`src/rtl/multicycle_control_unit.sv`:
```
// multicycle_control_unit: main FSM of the multicycle MIPS datapath (JAL state built only with JAL_SUPPORT_EN)
module multicycle_control_unit #(
    parameter int STATE_BITS = 4
) (
    input  logic                  clk,
    input  logic                  reset,
    input  logic [5:0]            opcode_i,
    input  logic                  mem_ready_i,
    output logic                  pc_write_o,
    output logic                  pc_write_cond_o,
    output logic                  branch_ne_o,
    output logic                  i_or_d_o,
    output logic                  mem_read_o,
    output logic                  mem_write_o,
    output logic                  ir_write_o,
    output logic                  reg_write_o,
    output logic [1:0]            reg_dst_sel_o,
    output logic [1:0]            mem_to_reg_sel_o,
    output logic                  alu_src_a_o,
    output logic [1:0]            alu_src_b_sel_o,
    output logic [1:0]            alu_op_o,
    output logic [1:0]            pc_source_sel_o,
    output logic                  illegal_op_o,
    output logic [STATE_BITS-1:0] state_o
);
    localparam logic [5:0] OP_R    = 6'b000000;
    localparam logic [5:0] OP_LW   = 6'b100011;
    localparam logic [5:0] OP_SW   = 6'b101011;
    localparam logic [5:0] OP_BEQ  = 6'b000100;
    localparam logic [5:0] OP_BNE  = 6'b000101;
    localparam logic [5:0] OP_ADDI = 6'b001000;
    localparam logic [5:0] OP_J    = 6'b000010;
`ifdef JAL_SUPPORT_EN
    localparam logic [5:0] OP_JAL  = 6'b000011;
`endif

    typedef enum logic [STATE_BITS-1:0] {
        S_FETCH     = STATE_BITS'(0),
        S_DECODE    = STATE_BITS'(1),
        S_MEM_ADDR  = STATE_BITS'(2),
        S_MEM_READ  = STATE_BITS'(3),
        S_MEM_WB    = STATE_BITS'(4),
        S_MEM_WRITE = STATE_BITS'(5),
        S_R_EXEC    = STATE_BITS'(6),
        S_R_WB      = STATE_BITS'(7),
        S_BRANCH    = STATE_BITS'(8),
        S_JUMP      = STATE_BITS'(9),
        S_ADDI_EXEC = STATE_BITS'(10),
`ifdef JAL_SUPPORT_EN
        S_ADDI_WB   = STATE_BITS'(11),
        S_JAL       = STATE_BITS'(12)
`else
        S_ADDI_WB   = STATE_BITS'(11)
`endif
    } state_t;

    state_t r_state;
    state_t w_next;
    state_t w_dec;
    logic   w_legal;

    // state register, asynchronously forced to FETCH
    always_ff @(posedge clk or negedge reset) begin
        if (!reset) r_state <= S_FETCH;
        else        r_state <= w_next;
    end

    // opcode dispatch target; FETCH doubles as the "unsupported opcode" marker
    always_comb begin
        w_dec = S_FETCH;
        case (opcode_i)
            OP_LW, OP_SW:   w_dec = S_MEM_ADDR;
            OP_R:           w_dec = S_R_EXEC;
            OP_ADDI:        w_dec = S_ADDI_EXEC;
            OP_BEQ, OP_BNE: w_dec = S_BRANCH;
            OP_J:           w_dec = S_JUMP;
`ifdef JAL_SUPPORT_EN
            OP_JAL:         w_dec = S_JAL;
`endif
            default:        w_dec = S_FETCH;
        endcase
    end

    assign w_legal = (w_dec != S_FETCH);

    // next-state sequencing, memory states hold until the handshake completes
    always_comb begin
        w_next = S_FETCH;
        case (r_state)
            S_FETCH:     w_next = mem_ready_i ? S_DECODE : S_FETCH;
            S_DECODE:    w_next = w_dec;
            S_MEM_ADDR:  w_next = (opcode_i == OP_SW) ? S_MEM_WRITE : S_MEM_READ;
            S_MEM_READ:  w_next = mem_ready_i ? S_MEM_WB : S_MEM_READ;
            S_MEM_WRITE: w_next = mem_ready_i ? S_FETCH : S_MEM_WRITE;
            S_R_EXEC:    w_next = S_R_WB;
            S_ADDI_EXEC: w_next = S_ADDI_WB;
            default:     w_next = S_FETCH;
        endcase
    end

    // datapath controls decoded from the current state
    always_comb begin
        pc_write_o       = 1'b0;
        pc_write_cond_o  = 1'b0;
        branch_ne_o      = 1'b0;
        i_or_d_o         = 1'b0;
        mem_read_o       = 1'b0;
        mem_write_o      = 1'b0;
        ir_write_o       = 1'b0;
        reg_write_o      = 1'b0;
        reg_dst_sel_o    = 2'b00;
        mem_to_reg_sel_o = 2'b00;
        alu_src_a_o      = 1'b0;
        alu_src_b_sel_o  = 2'b00;
        alu_op_o         = 2'b00;
        pc_source_sel_o  = 2'b00;
        illegal_op_o     = 1'b0;
        case (r_state)
            S_FETCH: begin
                mem_read_o      = 1'b1;
                alu_src_b_sel_o = 2'b01;
                ir_write_o      = mem_ready_i;
                pc_write_o      = mem_ready_i;
            end
            S_DECODE: begin
                alu_src_b_sel_o = 2'b11;
                illegal_op_o    = !w_legal;
            end
            S_MEM_ADDR, S_ADDI_EXEC: begin
                alu_src_a_o     = 1'b1;
                alu_src_b_sel_o = 2'b10;
            end
            S_MEM_READ: begin
                mem_read_o = 1'b1;
                i_or_d_o   = 1'b1;
            end
            S_MEM_WB: begin
                reg_write_o      = 1'b1;
                mem_to_reg_sel_o = 2'b01;
            end
            S_MEM_WRITE: begin
                mem_write_o = 1'b1;
                i_or_d_o    = 1'b1;
            end
            S_R_EXEC: begin
                alu_src_a_o = 1'b1;
                alu_op_o    = 2'b10;
            end
            S_R_WB: begin
                reg_write_o   = 1'b1;
                reg_dst_sel_o = 2'b01;
            end
            S_ADDI_WB: reg_write_o = 1'b1;
            S_BRANCH: begin
                alu_src_a_o     = 1'b1;
                alu_op_o        = 2'b01;
                pc_write_cond_o = 1'b1;
                pc_source_sel_o = 2'b01;
                branch_ne_o     = (opcode_i == OP_BNE);
            end
            S_JUMP: begin
                pc_write_o      = 1'b1;
                pc_source_sel_o = 2'b10;
            end
`ifdef JAL_SUPPORT_EN
            S_JAL: begin
                pc_write_o       = 1'b1;
                pc_source_sel_o  = 2'b10;
                reg_write_o      = 1'b1;
                reg_dst_sel_o    = 2'b10;
                mem_to_reg_sel_o = 2'b10;
            end
`endif
            default: ;
        endcase
    end

    assign state_o = r_state;
endmodule

```
`config.mk`:
```
export PLATFORM = sky130hd
export DESIGN_NAME = multicycle_control_unit
export DESIGN_NICKNAME = d
export VERILOG_FILES = /design/src/rtl/multicycle_control_unit.sv
export SDC_FILE = /design/constraint.sdc
export NUM_CORES = 1
export LEC_CHECK = 0
export BUFFER_PORTS_ARGS = -buffer_cell sky130_fd_sc_hd__clkbuf_2
export CELL_PAD_IN_SITES_DETAIL_PLACEMENT = 1
export CELL_PAD_IN_SITES_GLOBAL_PLACEMENT = 1
export CORE_MARGIN = 3
export CORE_UTILIZATION = 27
export DETAILED_ROUTE_END_ITERATION = 8
export GPL_TIMING_DRIVEN = 1
export PLACE_DENSITY = 0.8
export SYNTH_ARGS = -nofsm -noshare
export SYNTH_HDL_FRONTEND = slang
export SYNTH_SLANG_ARGS = --single-unit
```
`constraint.sdc`:
```
create_clock -name clk -period 2.3 [get_ports clk]
set_input_delay 0.115 -clock clk [delete_from_list [all_inputs] [get_ports clk]]
set_output_delay 0.115 -clock clk [all_outputs]
set_load 0.01 [all_outputs]
```
=== Yosys cells after proc, flatten, opt, wreduce, memory -nomap -nowiden ===
Index checks and enable logic that the tools add are counted.

* ROM bits: 0
* Latch bits: 0
* Input port bits: 9
* Bits in registers: 4
* Memories kept: 0
* Word-level logic and storage cells: 50
* Output and inout bits: 24
* RAM bits: 0

* Equality and inequality tests: 17
* Shift-type cells: 0
* $add $sub $neg: 0
* Mux-type cells: 21
* Multiply operators: 0
* Div/mod/pow operators: 0
* Order comparisons: 0
* Reductions and logical operators: 11
* Bitwise operators: 0

{| class="wikitable"
|+ Operator list
! cell !! count
|-
| 4-bit case mux with 7 select lines || 1
|-
| 4-bit case mux with 5 select lines || 1
|-
| 4-bit by 3-bit == test with 1-bit output, second input constant || 4
|-
| 4-bit == test, second input constant || 4
|-
| 6-bit by 3-bit == test with 1-bit output, second input constant || 2
|-
| 6-bit == test, second input constant || 2
|-
| 1-bit 2-to-1 mux || 12
|-
| 2-bit OR reduction || 5
|-
| 3-bit 2-to-1 mux || 3
|-
| 4-bit by 2-bit == test with 1-bit output, second input constant || 2
|-
| 2-bit case mux with 2 select lines || 2
|-
| 6-bit by 2-bit == test with 1-bit output, second input constant || 1
|-
| 6-bit by 4-bit == test with 1-bit output, second input constant || 1
|-
| 6-bit logical NOT || 1
|-
| 2-bit case mux with 3 select lines || 1
|-
| 4-bit by 1-bit == test with 1-bit output, second input constant || 1
|-
| 4-bit logical NOT || 1
|-
| 4-bit nonzero test || 1
|-
| 4-bit OR reduction || 1
|-
| 3-bit OR reduction || 1
|-
| 1-bit case mux with 2 select lines || 1
|-
| 1-bit logical NOT || 1
|}

=== Logic depth before layout (Yosys ltp) ===
* Depth after elaboration: 6
* Mapped depth: 5
* Mapped depth without buffers: 3

=== Least setup slack after synthesis ===
OpenSTA, ideal clock, no wires.

* Path kind: register to register
* Start point: register r_state[1] (netlist: state_o[1])
* End point: register r_state[0] (netlist: state_o[0])
* Slack: 644 ps
* Data required time: 2220 ps
* Data arrival time: 1576 ps
* Clock period less this slack: 1656 ps
* Stages on the path, launching flop included: 4
* Library setup time: 80 ps
* Buffers on the path: 0
* Cell sequence: dfrtp_1 -> or4b_4 -> or4b_4 -> o211ai_2

* Word-level cells in the longest chain between the ends: 2
* Elaborated cells on any way between the ends: 8
* Those cells by class: 6 x eq/ne; 1 x mux; 1 x reduce/logical

{| class="wikitable"
|+ RTL lines
! item !! line !! RTL
|-
| start: declaration || 57 || <nowiki>state_t r_state;</nowiki>
|-
| start signal: assignment || 65 || <nowiki>else r_state <= w_next;</nowiki>
|-
| 4-bit == test (tied with other cells) || 89 || <nowiki>case (r_state)</nowiki>
|-
| 4-bit case mux with 7 select lines * || 89 ||
|-
| via w_next[0] || 58 || <nowiki>state_t w_next;</nowiki>
|}

The timed path passes the listed nets; every way through them passes the cells marked *.

=== Final worst setup path ===
* Start point: register r_state[3] (netlist: state_o[3])
* End point: output port illegal_op_o

* Word-level cells in the longest chain between the ends: 2

{| class="wikitable"
|+ RTL lines
! item !! line !! RTL
|-
| 4-bit by 1-bit == test with 1-bit output || 118 || <nowiki>case (r_state)</nowiki>
|-
| 1-bit 2-to-1 mux || 118 ||
|-
| end: declaration || 23 || <nowiki>output logic illegal_op_o,</nowiki>
|}

Every way passes these cells.

==> reports/metrics.yaml <==
timing:
  finalCritPeriodShare_pct: 81.3
  fin_skew_ps: 3.70
  period_needed_ps: 1870
  holdWs_ps: 258
  slew_viol_final: 0
  worst_slack_ps: 431
  setup_viol: 0
  finalHoldViolCount: 0
  max_freq_mhz: 535
  fin_setup_tns_ps: 0
  rsz0062_at_grt: "no"
die:
  die_x_um: 50.8
  die_y_um: 50.8
  io_pins: 33
  start_util_pct: 30.1
  num_rows: 15
  design.die.area_um2: 2580
  core_area_um2: 1800
yosys:
  synth_top_area_cell: "dfrtp_1"
  yosys_warnings: 0
  syn_avg_cell_area_um2: 7.22
  syn-cell-area_um2: 542
  synth_area_leaders: "dfrtp_1 (18%), nor2_1 (9.0%), nand2b_1 (5.8%)"
  synthCells: 75
  ys_seq_elements: 4
  synth.distinct_cells: 34
  yosys.area.top_type_share_pct: 18.5
  seq_area_frac_synth_pct: 18.5
worst_setup_path:
  critPathSlowestCell: "or4b_4"
  crit_buf_inv: 1
  end_kind: "primary output"
  worstReg2RegStart: "state_o[3]$_DFF_PN0_"
  crit_type: "reg -> out"
  path_delay_family: "simple AND/OR/NAND/NOR gates"
  critPathLaunchType: "flop"
  critical_path_required_ps: 2180
  worstPathArrival_ps: 1750
  crit_path_max_fanout: 14
  cp_slowest_stage_delay_ps: 620
  cp-startpoint: "state_o[3]$_DFF_PN0_"
  crit_chain: "or4b_4, and3b_1, clkbuf_2"
clock_network:
  cts_buffers: 3
  cts_tree: "built"
  cts_resized: 0
  clockBufferDepth: 2
  path_clk_slew_ps: 40
  clk_latency_ps: 230
  cts-root-buf: "clkbuf_4"
  htreeDepth: 1
  cts.sinks: 4
final_layout:
  area_delta_synth_final_pct: 31.2
  nets: 112
  drive_gt1_share_pct: 38.6
  fill_cells: 261
  final_util_pct: 39.4
  largest_reg_flops: 4
  antenna_cells: 0
run_status:
  status: "complete, no violations"
grt:
  grt_usage_pct: 15.1
  grt_pass1_wl_mm: 2.99
  grt_max_degree: 16
  grt_pass1_vias: 648
  antenna_found_initial: 0
  grt_overflow_total: 0
min_path:
  min_path_type: "in -> async"
placement:
  place_ws_ps: 467
  gp_congestion: 0.775
  portBuffers: 30
  hpwl_mm: 1.32
power_and_ir_drop:
  p_sw_w: 0.000273
  swShare_pct: 46.7
  p_clk_share_pct: 14.5
  comb_power_share_pct: 60.7
  p_int_w: 0.000311
  power_w: 0.000584
  p_seq_share_pct: 24.8
  p_leak_nw: 0.331
  p_per_area_nw_per_um2: 822
  peakVddDrop_v: 0.000302
drt:
  drt_pass1_iterations: 4
  wire_per_inst_um: 13.7
  vias: 650
  postRouteAntennaNets: 0
  drc: 0
  vias_per_cell: 5.16
  dr.first_iter.drc_count: 5
  wirelength_mm: 1.73
flow_run:
  cap_violations: 0
[logic make-up after synthesis]
group	Yosys count	synth area share, %
xor gates and xnor gates	3	4.85
DFF	4	18.5
and+or+nand+nor	43	47.1
buffers and inverters	10	9.70
AOI/OAI and AO/OA	14	19.2
other	1	0.692
[per-stage QoR]
stage | instances | area [um^2]
after floorplan | 76 | 546
after global placement | 122 | 678
after detailed placement | 122 | 678
after CTS | 126 | 711
after global routing | 126 | 711
final | 126 | 711
[worst register-to-register path, delay by kind of cell, from the launching register on]
kind | cells | cell delay [ps]
AND/OR/NAND/NOR | 2 | 1160
flip-flops | 1 | 530
AO/OA/AOI/OAI | 1 | 70
[final timing paths]
check | end | slack, ps | cells after the start
setup / recovery | illegal_op_o | 430 | 3
hold / removal | state_o[3]$_DFF_PN0_ | 260 | 2
setup reg to reg | state_o[0]$_DFF_PN0_ | 460 | 3
hold reg to reg | state_o[0]$_DFF_PN0_ | 790 | 1
max in group asynchronous | state_o[0]$_DFF_PN0_ | 1920 | 2
min in group clk | state_o[0]$_DFF_PN0_ | 290 | 3
[layer usage]
metal	global-route usage, %	vias to the layer above	part of all wire [%]
met3	3.56	2	6.4
met5	0	-	0
met4	5.38	0	1.2
met2	27.0	22	52
met1	17.3	306	40
li1	-	320	-
[cells in the final DEF, fill, tap and decap left out, types with 2 or more instances in the layout]
cell / Yosys / layout
clkbuf_4: 0 / 3
dfrtp_1: 4 / 4
nor3b_1: 2 / 2
nand2b_1: 5 / 5
nand2_1: 2 / 2
xnor2_1: 2 / 2
clkbuf_2: 0 / 30
o22ai_1: 2 / 2
or2_2: 3 / 3
or4b_4: 2 / 2
nor2_1: 13 / 13
nor3_1: 5 / 5
conb_1: 1 / 2
a21oi_1: 3 / 3
nor4_1: 2 / 2
nand4_1: 2 / 2
[layout make-up]
| cell class | instances | area (um^2) | area share (%) |
|---|---|---|---|
| inverters | 1 | 3.75 | 0.528 |
| multi-input cells | 62 | 393 | 55.3 |
| well taps | 25 | 31.3 | 4.40 |
| flip-flops and latches | 4 | 100 | 14.1 |
| clock buffers | 3 | 22.5 | 3.17 |
| repair buffers | 31 | 160 | 22.5 |
[cells in the mapped netlist, drive strengths merged]
cell type  count
or2            3
and3           1
nand4b         1
nor3b          2
o21a           1
nor3           5
xnor2          2
nand3b         1
xor2           1
nor2b          1
and3b          1
o211ai         1
or4bb          1
o32a           1
inv            1
nor4           2
a32oi          1
or4b           2
a21oi          3
dfrtp          4
buf            4
o22ai          2
nand2          2
or4            1
o21ai          1
o221ai         1
conb           1
a21boi         1
nand2b         5
nand4          2
a31oi          1
clkbuf         5
nor2          13
a311o          1
[what timing repair did]
item                      4_1_cts  5_1_grt
hold endpoints to repair        4        0
hold buffers                    1        0
setup buffers                   0        0
[power groups by stage]
stage          combinational (W)  clock [W]  sequential, W
2_1_floorplan           0.000267          0       0.000112
3_3_place_gp            0.000351          0       0.000139
3_5_place_dp            0.000355          0       0.000145
4_1_cts                 0.000359  0.0000857       0.000144
5_1_grt                 0.000392  0.0000913       0.000154
6_report                0.000355  0.0000847       0.000145
Note: power is estimated with default switching activity, not from simulation.
